[config.mk]
export PLATFORM = sky130hd
export DESIGN_NAME = twiddle_issue
export DESIGN_NICKNAME = d
export VERILOG_FILES = /design/src/rtl/twiddle_issue.sv
export SDC_FILE = /design/constraint.sdc
export NUM_CORES = 1
export LEC_CHECK = 0
export BUFFER_PORTS_ARGS = -buffer_cell sky130_fd_sc_hd__buf_2
export CAP_MARGIN = 20
export CORE_MARGIN = 4
export CORE_UTILIZATION = 51
export DETAILED_ROUTE_END_ITERATION = 10
export PLACE_DENSITY = 0.88
export SYNTH_ARGS = -nofsm -noshare
export SYNTH_HDL_FRONTEND = slang
export SYNTH_SLANG_ARGS = --single-unit
[constraint.sdc]
create_clock -name clk -period 6 [get_ports clk]
set_clock_uncertainty 0.2 [all_clocks]
set_input_delay 0.6 -clock clk [delete_from_list [all_inputs] [get_ports clk]]
set_output_delay 0.6 -clock clk [all_outputs]
set_load 0.005 [all_outputs]
[src/rtl/twiddle_issue.sv]
// Twiddle issue unit: pairs 64 streamed samples with W64 twiddles, drives an external
// complex multiplier and rounds/saturates its Q2.30 products back to Q1.15.
module twiddle_issue #(
  parameter int MULT_LAT = 1
) (
  input  logic        clk,
  input  logic        reset,
  input  logic        start,
  input  logic [2:0]  stage,
  input  logic        s_valid,
  output logic        s_ready,
  input  logic [31:0] s_data,
  output logic [4:0]  tw_addr,
  input  logic [31:0] tw_data,
  output logic [31:0] mult_multiplier,
  output logic [15:0] mult_multiplicand1,
  output logic [15:0] mult_multiplicand2,
  input  logic [63:0] mult_results,
  output logic        m_valid,
  output logic [31:0] m_data,
  output logic        busy,
  output logic        done,
  output logic [1:0]  fsm_state
);

  // Handshake: a sample transfers on a rising edge where s_valid && s_ready;
  // s_ready depends only on state, never on s_valid. m_valid has no ready.

  typedef enum logic [1:0] {
    IDLE  = 2'd0,
    RUN   = 2'd1,
    DRAIN = 2'd2
  } state_t;

  state_t          state_q, state_d;
  logic [5:0]      k_q;
  logic [5:0]      out_cnt_q;
  logic [2:0]      stage_q;
  logic [MULT_LAT:0] vld_q;
  logic [31:0]     sample_q;
  logic [31:0]     tw_hold_q;
  logic            accept;
  logic            start_ok;
  logic            last_in;
  logic            last_out;
  logic [5:0]      mask_w;
  logic [4:0]      low_k;
  logic [4:0]      addr_w;

  function automatic logic [15:0] scale(input logic [31:0] x);
    logic signed [32:0] sum;
    logic signed [17:0] sh;
    sum = $signed({x[31], x}) + 33'sd16384;
    sh  = 18'(sum >>> 15);
    if (sh > 18'sd32767)
      scale = 16'h7fff;
    else if (sh < -18'sd32768)
      scale = 16'h8000;
    else
      scale = sh[15:0];
  endfunction

  assign accept   = (state_q == RUN) && s_valid;
  assign start_ok = start && (state_q == IDLE);
  assign last_in  = accept && (k_q == 6'd63);
  assign last_out = vld_q[MULT_LAT] && (out_cnt_q == 6'd63);

  assign s_ready   = (state_q == RUN);
  assign busy      = (state_q != IDLE);
  assign fsm_state = state_q;

  // Exponent for k within a group of 2^stage butterflies, scaled to the 64-point ROM.
  assign mask_w  = (6'd1 << stage_q) - 6'd1;
  assign low_k   = k_q[4:0] & mask_w[4:0];
  assign addr_w  = low_k << (3'd5 - stage_q);
  assign tw_addr = (state_q == RUN) ? addr_w : 5'd0;

  // The ROM answers one cycle after the address, so the twiddle is forwarded in that
  // cycle alongside the registered sample, and held afterwards.
  assign mult_multiplier    = vld_q[0] ? tw_data : tw_hold_q;
  assign mult_multiplicand1 = sample_q[31:16];
  assign mult_multiplicand2 = sample_q[15:0];

  always_comb begin
    state_d = state_q;
    case (state_q)
      IDLE:    if (start) state_d = RUN;
      RUN:     if (last_in) state_d = DRAIN;
      DRAIN:   if (done) state_d = IDLE;
      default: state_d = IDLE;
    endcase
  end

  always_ff @(posedge clk) begin
    if (reset) begin
      state_q   <= IDLE;
      k_q       <= 6'd0;
      out_cnt_q <= 6'd0;
      stage_q   <= 3'd0;
      vld_q     <= '0;
      sample_q  <= 32'd0;
      tw_hold_q <= 32'd0;
      m_valid   <= 1'b0;
      m_data    <= 32'd0;
      done      <= 1'b0;
    end else begin
      state_q <= state_d;
      if (start_ok) begin
        k_q     <= 6'd0;
        stage_q <= (stage > 3'd5) ? 3'd5 : stage;
      end else if (accept) begin
        k_q <= k_q + 6'd1;
      end
      vld_q <= {vld_q[MULT_LAT-1:0], accept};
      if (accept)
        sample_q <= s_data;
      if (vld_q[0])
        tw_hold_q <= tw_data;
      m_valid <= vld_q[MULT_LAT];
      done    <= last_out;
      if (start_ok)
        out_cnt_q <= 6'd0;
      else if (vld_q[MULT_LAT])
        out_cnt_q <= out_cnt_q + 6'd1;
      if (vld_q[MULT_LAT])
        m_data <= {scale(mult_results[63:32]), scale(mult_results[31:0])};
    end
  end

endmodule

==> results.toml, run 1 <==
[power_and_ir_drop]
cellPowerDensity_nw_per_um2 = 291.0
worst_ir_drop_vdd_mv = 0.1508
leakage_uw = 0.003127

[die]
floorplan.die.width_um = 109.2
std_cell_rows = 36
core_area_um2 = 9864
floorplan.io_pins = 242
die_height_um = 109.2
floorplan.die_area_um2 = 11910
initial_utilization_pct = 52.90

[yosys]
synth_edf_count = 0
syn-num-nets = 749
dominantRegCellSynth = "sky130_fd_sc_hd__dfxtp_1"
yosys_warnings = 0
synth.avg_cell_area_um2 = 8.598
ys_ff_latch = 117
synth_largest_type_area_fraction_pct = 44.88
yosysMostFrequentCell = "sky130_fd_sc_hd__dfxtp_1"
syn_inst_count = 607
synth_top_area_cell = "sky130_fd_sc_hd__dfxtp_1"
yosysSeqAreaShare_pct = 44.88
synth.cell_area_um2 = 5219
yosys-top-cells-area = "sky130_fd_sc_hd__dfxtp_1 (45%), sky130_fd_sc_hd__mux2_2 (6.9%), sky130_fd_sc_hd__nand2_1 (6.3%), sky130_fd_sc_hd__a211oi_1 (4.7%), sky130_fd_sc_hd__nor2_1 (4.5%)"
synth_cell_type_count = 44
synth.top_cells.by_count = "sky130_fd_sc_hd__dfxtp_1 (117), sky130_fd_sc_hd__nand2_1 (87), sky130_fd_sc_hd__nor2_1 (62)"
async_set_or_reset_register_ratio_after_synthesis_pct = 0

[outcome]
outcome = "finished, final reports clean"

[clock_network]
clk_path_buf_depth = 2
clock-sinks = 117
clkSlewWorstSetupHoldPaths_ps = 60
cts-root-buf = "sky130_fd_sc_hd__clkbuf_8"
cts_made_buffers = 17
clock_latency_ps = 500
cts_setup_buffers = 0
tritoncts = "yes"
h-tree-depth = 4
post_cts_resized = 0
postCtsHoldBufs = 0

[min_path]
timing.hold.worst.class = "in2reg"
worst_min_delay_path_startpoint = "s_data[3]"

[finish]
seqCellArea_um2 = 2342
synthToLayoutAreaGrowth_pct = 33.64
layout.filler_cells = 825
layout-drive-gt1-share_pct = 35.57
footprint_of_the_multi_input_gates_um2 = 2674
fin_nets = 950
n_antenna_cell = 0

[global_route]
grt_pass1_wl_um = 21250
grt_pass1_vias = 4559
grt_max_degree = 73
gr-total-overflow = 0
grt_antenna_before_repair = 0
globalRouteTotalUtil_pct = 22.57

[sta]
fmax_mhz = 337.3
timing.hold.ws_ps = 140.5
finalSetupViolations = 0
grt_setup_unrepaired = "false"
fin_tns_setup_ps = 0
final.min_clock_period_ps = 2965
final_min_period_over_clock_period_pct = 49.41
slew_violations = 0
hold_viol_final = 0
max_slew_margin_pct = 34.72
max_slew.worst_pin.slew_ps = 979.2

[detailed_routing]
drt-initial-drc-count = 284
route.detailed.wl_per_inst_um = 14.62
route.detailed.drc = 0
drt_pass1_iterations = 4
detail_route.vias_per_cell = 5.190
antenna_left = 0
route.vias.total = 4951
finalWirelength_um = 13950

[setup_path]
crit_start = "stage_q[1]"
regToRegStartpoint = "fsm_state[1]"
critPathMaxFanout = 11
startpoint_type = "register"
required_ps = 5200
critical_path_capture_point_type = "output port"
arrival_time_of_data_at_the_critical_path_endpoint_ps = 2160
worst-setup-path-type = "reg2out"

[job]
max_cap_violations = 0

[placed_design]
place_congestion = 0.8842
detailed_place_hpwl_um = 10050
place.port_buffers = 213
logic make-up (layout without fill, tap and decap cells):
kind of cell	Yosys count	after routing	synth area share [%]
buffers and inverters	51	265	3.884
AOI/OAI and AO/OA	121	121	14.29
xor gates and xnor gates	38	38	6.377
DFF	117	117	44.88
and+or+nand+nor	239	239	21.60
adders and majority gates	7	7	1.678
muxes	34	34	7.289
metrics by stage:
step	util (%)	power [uW]	area [um2]	std cells	setup slack, ps
after global placement	64.28	1013	6341	921	2895
after CTS	70.42	2045	6947	953	3031
after global routing	70.70	2112	6974	954	2870
after detailed placement	64.28	1018	6341	921	2854
final	70.70	2029	6974	954	3035
after floorplan	-	927.8	5219	607	3529
layer usage:
metal | global-route usage [%] | wire [um] | vias up
li1 | - | - | 2480
met1 | 25.51 | 5562 | 2282
met2 | 39.52 | 6992 | 176
met3 | 8.763 | 1252 | 13
met4 | 6.132 | 140 | 0
met5 | 0 | 0 | -
sequential cells by signal, indices dropped and copies added (netlist names):
signal / count
done: 1
fsm_state: 2
k_q: 6
m_data: 32
m_valid: 1
out_cnt_q: 6
sample_q: 32
stage_q: 3
tw_hold_q: 32
vld_q: 2
where the power goes:
| part | internal, uW | total, uW | switching (uW) |
|---|---|---|---|
| clock | 675 | 1020 | 350 |
| sequential | 800 | 813 | 12.5 |
| combinational | 87.4 | 192 | 104 |
final cells by class:
class,instances,area share [%]
Clock buffer,20,6.100
Clock inverter,12,2.583
Inverter,14,0.7535
Multi-Input combinational cell,439,38.34
Sequential cell,117,33.58
Tap cell,133,2.386
Timing Repair Buffer,219,16.25
placed cells by master, fill, tap and decap left out, types with 12 or more instances in the layout:
cell type / count
sky130_fd_sc_hd__xnor2_1: 14
sky130_fd_sc_hd__nand3_1: 14
sky130_fd_sc_hd__clkbuf_16: 16
sky130_fd_sc_hd__nor2b_1: 34
sky130_fd_sc_hd__nor3_1: 12
sky130_fd_sc_hd__inv_1: 14
sky130_fd_sc_hd__mux2_2: 32
sky130_fd_sc_hd__buf_2: 212
sky130_fd_sc_hd__a211oi_1: 33
sky130_fd_sc_hd__o21ai_0: 31
sky130_fd_sc_hd__nor2_1: 62
sky130_fd_sc_hd__dfxtp_1: 117
sky130_fd_sc_hd__a21oi_1: 41
sky130_fd_sc_hd__nand2_1: 87
sky130_fd_sc_hd__xor2_1: 24
final timing paths:
| path | end | slack (ps) | cells after the start |
|---|---|---|---|
| max | tw_addr[3] | 3040 | 6 |
| min | sample_q[3] | 140 | 3 |
| max reg2reg | k_q[5] | 4050 | 6 |
| min reg2reg | sample_q[24] | 250 | 2 |
worst max-delay path: stages, from the launching register on:
cell	delay [ps]
sky130_fd_sc_hd__dfxtp_1	530
sky130_fd_sc_hd__inv_1	140
sky130_fd_sc_hd__ha_1	270
sky130_fd_sc_hd__nor3b_1	230
sky130_fd_sc_hd__a311oi_1	100
sky130_fd_sc_hd__a211oi_1	240
sky130_fd_sc_hd__buf_2	160
Power figures use the tool's default switching activity.
==> run 2, diff against run 1 <==
--- a/config.mk
+++ b/config.mk
@@ -5,12 +5,13 @@
 export SDC_FILE = /design/constraint.sdc
 export NUM_CORES = 1
 export LEC_CHECK = 0
+export ABC_AREA = 1
 export BUFFER_PORTS_ARGS = -buffer_cell sky130_fd_sc_hd__buf_2
 export CAP_MARGIN = 20
 export CORE_MARGIN = 4
-export CORE_UTILIZATION = 51
+export CORE_UTILIZATION = 48
 export DETAILED_ROUTE_END_ITERATION = 10
-export PLACE_DENSITY = 0.88
+export PLACE_DENSITY = 0.83
 export SYNTH_ARGS = -nofsm -noshare
 export SYNTH_HDL_FRONTEND = slang
 export SYNTH_SLANG_ARGS = --single-unit
==> constraint.sdc (replaced) <==
create_clock -name clk -period 2.75 [get_ports clk]
set_clock_uncertainty 0.2 [all_clocks]
set_input_delay 0.275 -clock clk [delete_from_list [all_inputs] [get_ports clk]]
set_output_delay 0.275 -clock clk [all_outputs]
set_load 0.005 [all_outputs]
==> run 2 against run 1 <==
Effect of this change: synthesized cell count grew 32%; critical path depth grew 5; total power grew 130%; largest power group unchanged; final area grew 15%; flip-flop and latch count is the same; largest cell class unchanged; clock-buffer cell count shrank 1; clock power grew 130%; highest routed layer unchanged; global-route usage grew 1.0 points; utilization shrank 0.22 points; hold slack lost 83 ps; via count grew 25%; routed wire length grew 17%.
==> results.toml, run 2 <==
[outcome]
outcome = "finished, final reports clean"

[clock_network]
clk_path_buf_depth = 2
cts_made_buffers = 17
clkSlewWorstSetupHoldPaths_ps = 60
cts_setup_buffers = 0
clock-sinks = 117
tritoncts = "yes"
cts-root-buf = "sky130_fd_sc_hd__clkbuf_16"
h-tree-depth = 4
clock_latency_ps = 410

[yosys]
synth_largest_type_area_fraction_pct = 41.94
synth.top_cells.by_count = "sky130_fd_sc_hd__nand2_1 (241), sky130_fd_sc_hd__dfxtp_1 (117), sky130_fd_sc_hd__a21oi_1 (106)"
yosys-top-cells-area = "sky130_fd_sc_hd__dfxtp_1 (42%), sky130_fd_sc_hd__nand2_1 (16%), sky130_fd_sc_hd__a21oi_1 (9.5%), sky130_fd_sc_hd__nor2_1 (5.0%), sky130_fd_sc_hd__o21ai_0 (4.1%)"
syn_inst_count = 802
synth_edf_count = 0
async_set_or_reset_register_ratio_after_synthesis_pct = 0
ys_ff_latch = 117
yosys_warnings = 0
synth.cell_area_um2 = 5585
yosysSeqAreaShare_pct = 41.94
dominantRegCellSynth = "sky130_fd_sc_hd__dfxtp_1"
synth.avg_cell_area_um2 = 6.964
syn-num-nets = 944
yosysMostFrequentCell = "sky130_fd_sc_hd__nand2_1"
synth_cell_type_count = 38
synth_top_area_cell = "sky130_fd_sc_hd__dfxtp_1"

[setup_path]
critPathMaxFanout = 6
arrival_time_of_data_at_the_critical_path_endpoint_ps = 2040
startpoint_type = "register"
worst-setup-path-type = "reg2out"
critical_path_capture_point_type = "output port"
required_ps = 2280

[sta]
final.min_clock_period_ps = 2511
max_slew_margin_pct = 51.39
finalSetupViolations = 0
fin_tns_setup_ps = 0
hold_viol_final = 0
max_slew.worst_pin.slew_ps = 729.1
slew_violations = 0
grt_setup_unrepaired = "false"
final_min_period_over_clock_period_pct = 91.31
fmax_mhz = 398.2

[power_and_ir_drop]
leakage_uw = 0.003880
cellPowerDensity_nw_per_um2 = 572.2
worst_ir_drop_vdd_mv = 0.3840

[die]
floorplan.die_area_um2 = 13430
die_height_um = 115.9
std_cell_rows = 39
floorplan.io_pins = 242
core_area_um2 = 11420
floorplan.die.width_um = 115.9
initial_utilization_pct = 48.92

[placed_design]
detailed_place_hpwl_um = 10840
place_congestion = 0.8708
placed_cell_area_um2 = 6734
place.port_buffers = 213

[detailed_routing]
antenna_left = 0
route.detailed.drc = 0
route.detailed.wl_per_inst_um = 13.21
drt-initial-drc-count = 419
finalWirelength_um = 16300
route.vias.total = 6170
detail_route.vias_per_cell = 5.000
drt_pass1_iterations = 6

[global_route]
grt_antenna_before_repair = 0
gr-usage-met1_pct = 27.53
busiest_layer = "met2"
globalRouteTotalUtil_pct = 23.57
grt_util_met3_pct = 6.057
grt_pass1_vias = 5795
globalRouteMet2Util_pct = 40.54
gr-total-overflow = 0
grt_pass1_wl_um = 25840
grt_max_degree = 70

[finish]
largest_registers = "m_data (32), sample_q (32), tw_hold_q (32)"
layout-drive-gt1-share_pct = 28.35
finalInstanceArea_um2 = 8048
leading_cell_types_in_the_layout_fill_and_taps_excluded = "sky130_fd_sc_hd__nand2_1 (241), sky130_fd_sc_hd__buf_2 (213), sky130_fd_sc_hd__dfxtp_1 (117)"
final_util_pct = 70.48
mostFrequentLayoutCell = "sky130_fd_sc_hd__nand2_1"
fin_nets = 1219
synthToLayoutAreaGrowth_pct = 44.09

[job]
max_cap_violations = 0

[min_path]
timing.hold.worst.class = "in2reg"
## run 2: kinds of logic after synthesis
group	Yosys count	share of synthesized area, %
compound gates	164	15.26
flops	117	41.94
xor+xnor	23	3.607
simple gates	404	31.07
buf+inv	87	6.563
fa+ha+maj	7	1.568
## run 2: worst max-delay path: stages (launching register included)
cell	delay, ps
sky130_fd_sc_hd__dfxtp_1	440
sky130_fd_sc_hd__clkinv_1	130
sky130_fd_sc_hd__ha_1	240
sky130_fd_sc_hd__inv_1	60
sky130_fd_sc_hd__nand4_1	100
sky130_fd_sc_hd__nand3_1	120
sky130_fd_sc_hd__nand2_1	60
sky130_fd_sc_hd__o21ai_0	100
sky130_fd_sc_hd__nand2_1	70
sky130_fd_sc_hd__o21ai_0	90
sky130_fd_sc_hd__a21oi_1	90
sky130_fd_sc_hd__buf_2	140
## run 2: metal layers
layer  vias to the layer above  share of wire [%]
met3                        54                7.6
met2                       257                 50
met1                      2730                 40
met4                         0                3.2
met5                         -                  0
li1                       3129                  -
## run 2: power by group
group / internal, uW / switching [uW]
clock network: 1480 / 812
logic: 248 / 288
registers: 1750 / 26.1
total: 3480 / 1130
## run 2: timing repair
item / CTS / global route
setup endpoints to repair: 0 / 1
endpoints found under the hold margin: 66 / 0
hold buffers: 68 / 0
resized for setup: 0 / 1
## run 2: area by class of cell
class / count / area (um2)
Multi-Input combinational cell: 598 / 2882
Tap cell: 143 / 178.9
Clock inverter: 13 / 172.7
Sequential cell: 117 / 2342
Antenna cell: 1 / 2.502
Timing Repair Buffer: 291 / 1822
Clock buffer: 19 / 452.9
Fill cell: 904 / 3371
Inverter: 52 / 195.2
## run 2: stage by stage
step | setup slack [ps] | power [uW] | hold WS, ps | std cells
final | 238.9 | 4605 | 57.71 | 1234
after global routing | 37.67 | 4792 | 78.06 | 1233
after CTS | 181.6 | 4622 | 42.85 | 1233
after detailed placement | 630.2 | 2255 | 252.3 | 1133
after global placement | 650.7 | 2245 | 249.2 | 1133
after floorplan | 720.7 | 2052 | 194.3 | 802
## run 2: worst paths after layout
path                            depth (start not counted)         start  slack (ps)           end
worst min-delay path                                    4         reset          60  out_cnt_q[3]
worst max register to register                          7  fsm_state[1]         320    stage_q[1]
worst min register to register                          2   sample_q[2]         260   sample_q[2]
worst max-delay path                                   11    stage_q[1]         240    tw_addr[4]
==> run 3, diff against run 2 <==
--- a/config.mk
+++ b/config.mk
@@ -11,7 +11,7 @@
 export CORE_MARGIN = 4
 export CORE_UTILIZATION = 48
 export DETAILED_ROUTE_END_ITERATION = 10
-export PLACE_DENSITY = 0.83
+export PLACE_DENSITY = 0.81
 export SYNTH_ARGS = -nofsm -noshare
 export SYNTH_HDL_FRONTEND = slang
 export SYNTH_SLANG_ARGS = --single-unit
==> run 3 against run 2 <==
Effect of this change: routed wire length grew 1.6%; first-iteration DRC count grew 6.7%; largest cell class unchanged; clock power grew 2%; critical endpoint unchanged; hold slack gained 5.5 ps; highest routed layer unchanged.
==> results.toml, run 3 (synthesis gave the netlist of run 2 again) <==
[detailed_routing]
finalWirelength_um = 16560
route.detailed.wl_per_inst_um = 13.43
detail_route.vias_per_cell = 5.025
antenna_left = 0
drt_pass1_iterations = 6
drt-initial-drc-count = 447
routedLengthMet1_um = 6587
highest_layer = "met4"
route.detailed.drc = 0
route.vias.total = 6196
wl_met3_um = 1108
routed-wl-met2_um = 8223

[sta]
final_min_period_over_clock_period_pct = 92.35
max_slew.worst_pin.slew_ps = 734.4
grt_setup_unrepaired = "false"
slew_violations = 0
setup_slack_after_layout_ps = 210.3
fmax_mhz = 393.8
timing.hold.ws_ps = 63.26
hold_viol_final = 0
finalSetupViolations = 0
fin_tns_setup_ps = 0
final.min_clock_period_ps = 2540
max_slew_margin_pct = 51.04

[clock_network]
clock_latency_ps = 410
cts-root-buf = "sky130_fd_sc_hd__clkbuf_16"
clkSlewWorstSetupHoldPaths_ps = 50
clock-sinks = 117
h-tree-depth = 4
cts_made_buffers = 17
cts_setup_buffers = 0
clk_path_buf_depth = 2
tritoncts = "yes"

[die]
initial_utilization_pct = 48.92
floorplan.io_pins = 242
floorplan.die_area_um2 = 13430
floorplan.die.width_um = 115.9
core_area_um2 = 11420
std_cell_rows = 39
die_height_um = 115.9

[setup_path]
worst-setup-path-type = "reg2out"
required_ps = 2280
startpoint_type = "register"
critical_path_capture_point_type = "output port"
critPathMaxFanout = 10
arrival_time_of_data_at_the_critical_path_endpoint_ps = 2060
ff_to_ff_path_depth = 7

[placed_design]
place_congestion = 0.8873
placed_cell_area_um2 = 6734
pre_cts_worst_setup_slack_ps = 615.1
detailed_place_hpwl_um = 10410
place.port_buffers = 213

[finish]
layout.filler_cells = 897
synthToLayoutAreaGrowth_pct = 44.20
seqCellArea_um2 = 2342
n_antenna_cell = 0
finalInstanceArea_um2 = 8054
footprint_of_the_multi_input_gates_um2 = 2882
leading_cell_types_in_the_layout_fill_and_taps_excluded = "sky130_fd_sc_hd__nand2_1 (241), sky130_fd_sc_hd__buf_2 (213), sky130_fd_sc_hd__dfxtp_1 (117)"
largest_registers = "m_data (32), sample_q (32), tw_hold_q (32)"
mostFrequentLayoutCell = "sky130_fd_sc_hd__nand2_1"
layout-drive-gt1-share_pct = 28.17
fin_nets = 1219

[power_and_ir_drop]
leakage_uw = 0.003899
finalPower_uw = 4657
cellPowerDensity_nw_per_um2 = 578.2
worst_ir_drop_vdd_mv = 0.3903

[global_route]
globalRouteTotalUtil_pct = 24.11
gr-total-overflow = 0
grt_max_degree = 70
grt_pass1_wl_um = 26490
grt_antenna_before_repair = 0
grt_pass1_vias = 5908

[min_path]
worstHoldPathCells = 3
timing.hold.worst.class = "in2reg"

[job]
max_cap_violations = 0

[outcome]
outcome = "finished, final reports clean"
-- run 3: changes by cell type in the layout (fill, tap and decap cells not counted), sizes merged --
cell	delta
bufinv	+1
clkbuf	+2
clkinv	+3
clkinvlp	-4
diode	-1
inv	-2
-- run 3: path summary, 6_finish.rpt --
kind,start,slack [ps],end
max,stage_q[1],210,tw_addr[4]
min,start,60,stage_q[2]
max reg2reg,fsm_state[1],420,stage_q[1]
min reg2reg,sample_q[3],260,sample_q[3]
-- run 3: cell type report --
type | instances | share of cell area, %
Clock inverter | 11 | 2.159
Inverter | 52 | 2.423
Clock buffer | 21 | 5.717
Tap cell | 143 | 2.222
Sequential cell | 117 | 29.08
Multi-Input combinational cell | 598 | 35.78
Timing Repair Buffer | 291 | 22.62
-- run 3: critical path: stages (launching register included) --
cell and delay [ps]:
sky130_fd_sc_hd__dfxtp_1 430, sky130_fd_sc_hd__clkinv_1 130, sky130_fd_sc_hd__buf_4 190, sky130_fd_sc_hd__ha_1 190
sky130_fd_sc_hd__nor4_1 280, sky130_fd_sc_hd__o21ai_0 140, sky130_fd_sc_hd__a21oi_1 150, sky130_fd_sc_hd__buf_2 140
-- run 3: per-stage QoR --
stage | util (%) | instances
after CTS | 70.49 | 1233
after global placement | 58.97 | 1133
after floorplan | - | 802
after detailed placement | 58.97 | 1133
after global routing | 70.53 | 1233
final | 70.53 | 1233
-- run 3: routing by layer --
| metal | vias to the layer above | track usage (%) |
|---|---|---|
| li1 | 3135 | - |
| met1 | 2759 | 27.71 |
| met2 | 238 | 41.47 |
| met3 | 64 | 6.005 |
| met4 | 0 | 12.37 |
| met5 | - | 0 |
-- run 3: power breakdown --
part / switching (uW) / internal [uW]
Clock: 778 / 1570
Sequential: 25.5 / 1750
Combinational: 289 / 248
-- run 3: timing repair --
action / in CTS / in global routing
hold buffers: 68 / 0
endpoints found under the setup margin: 0 / 1
resized for setup: 0 / 1
endpoints found under the hold margin: 67 / 0
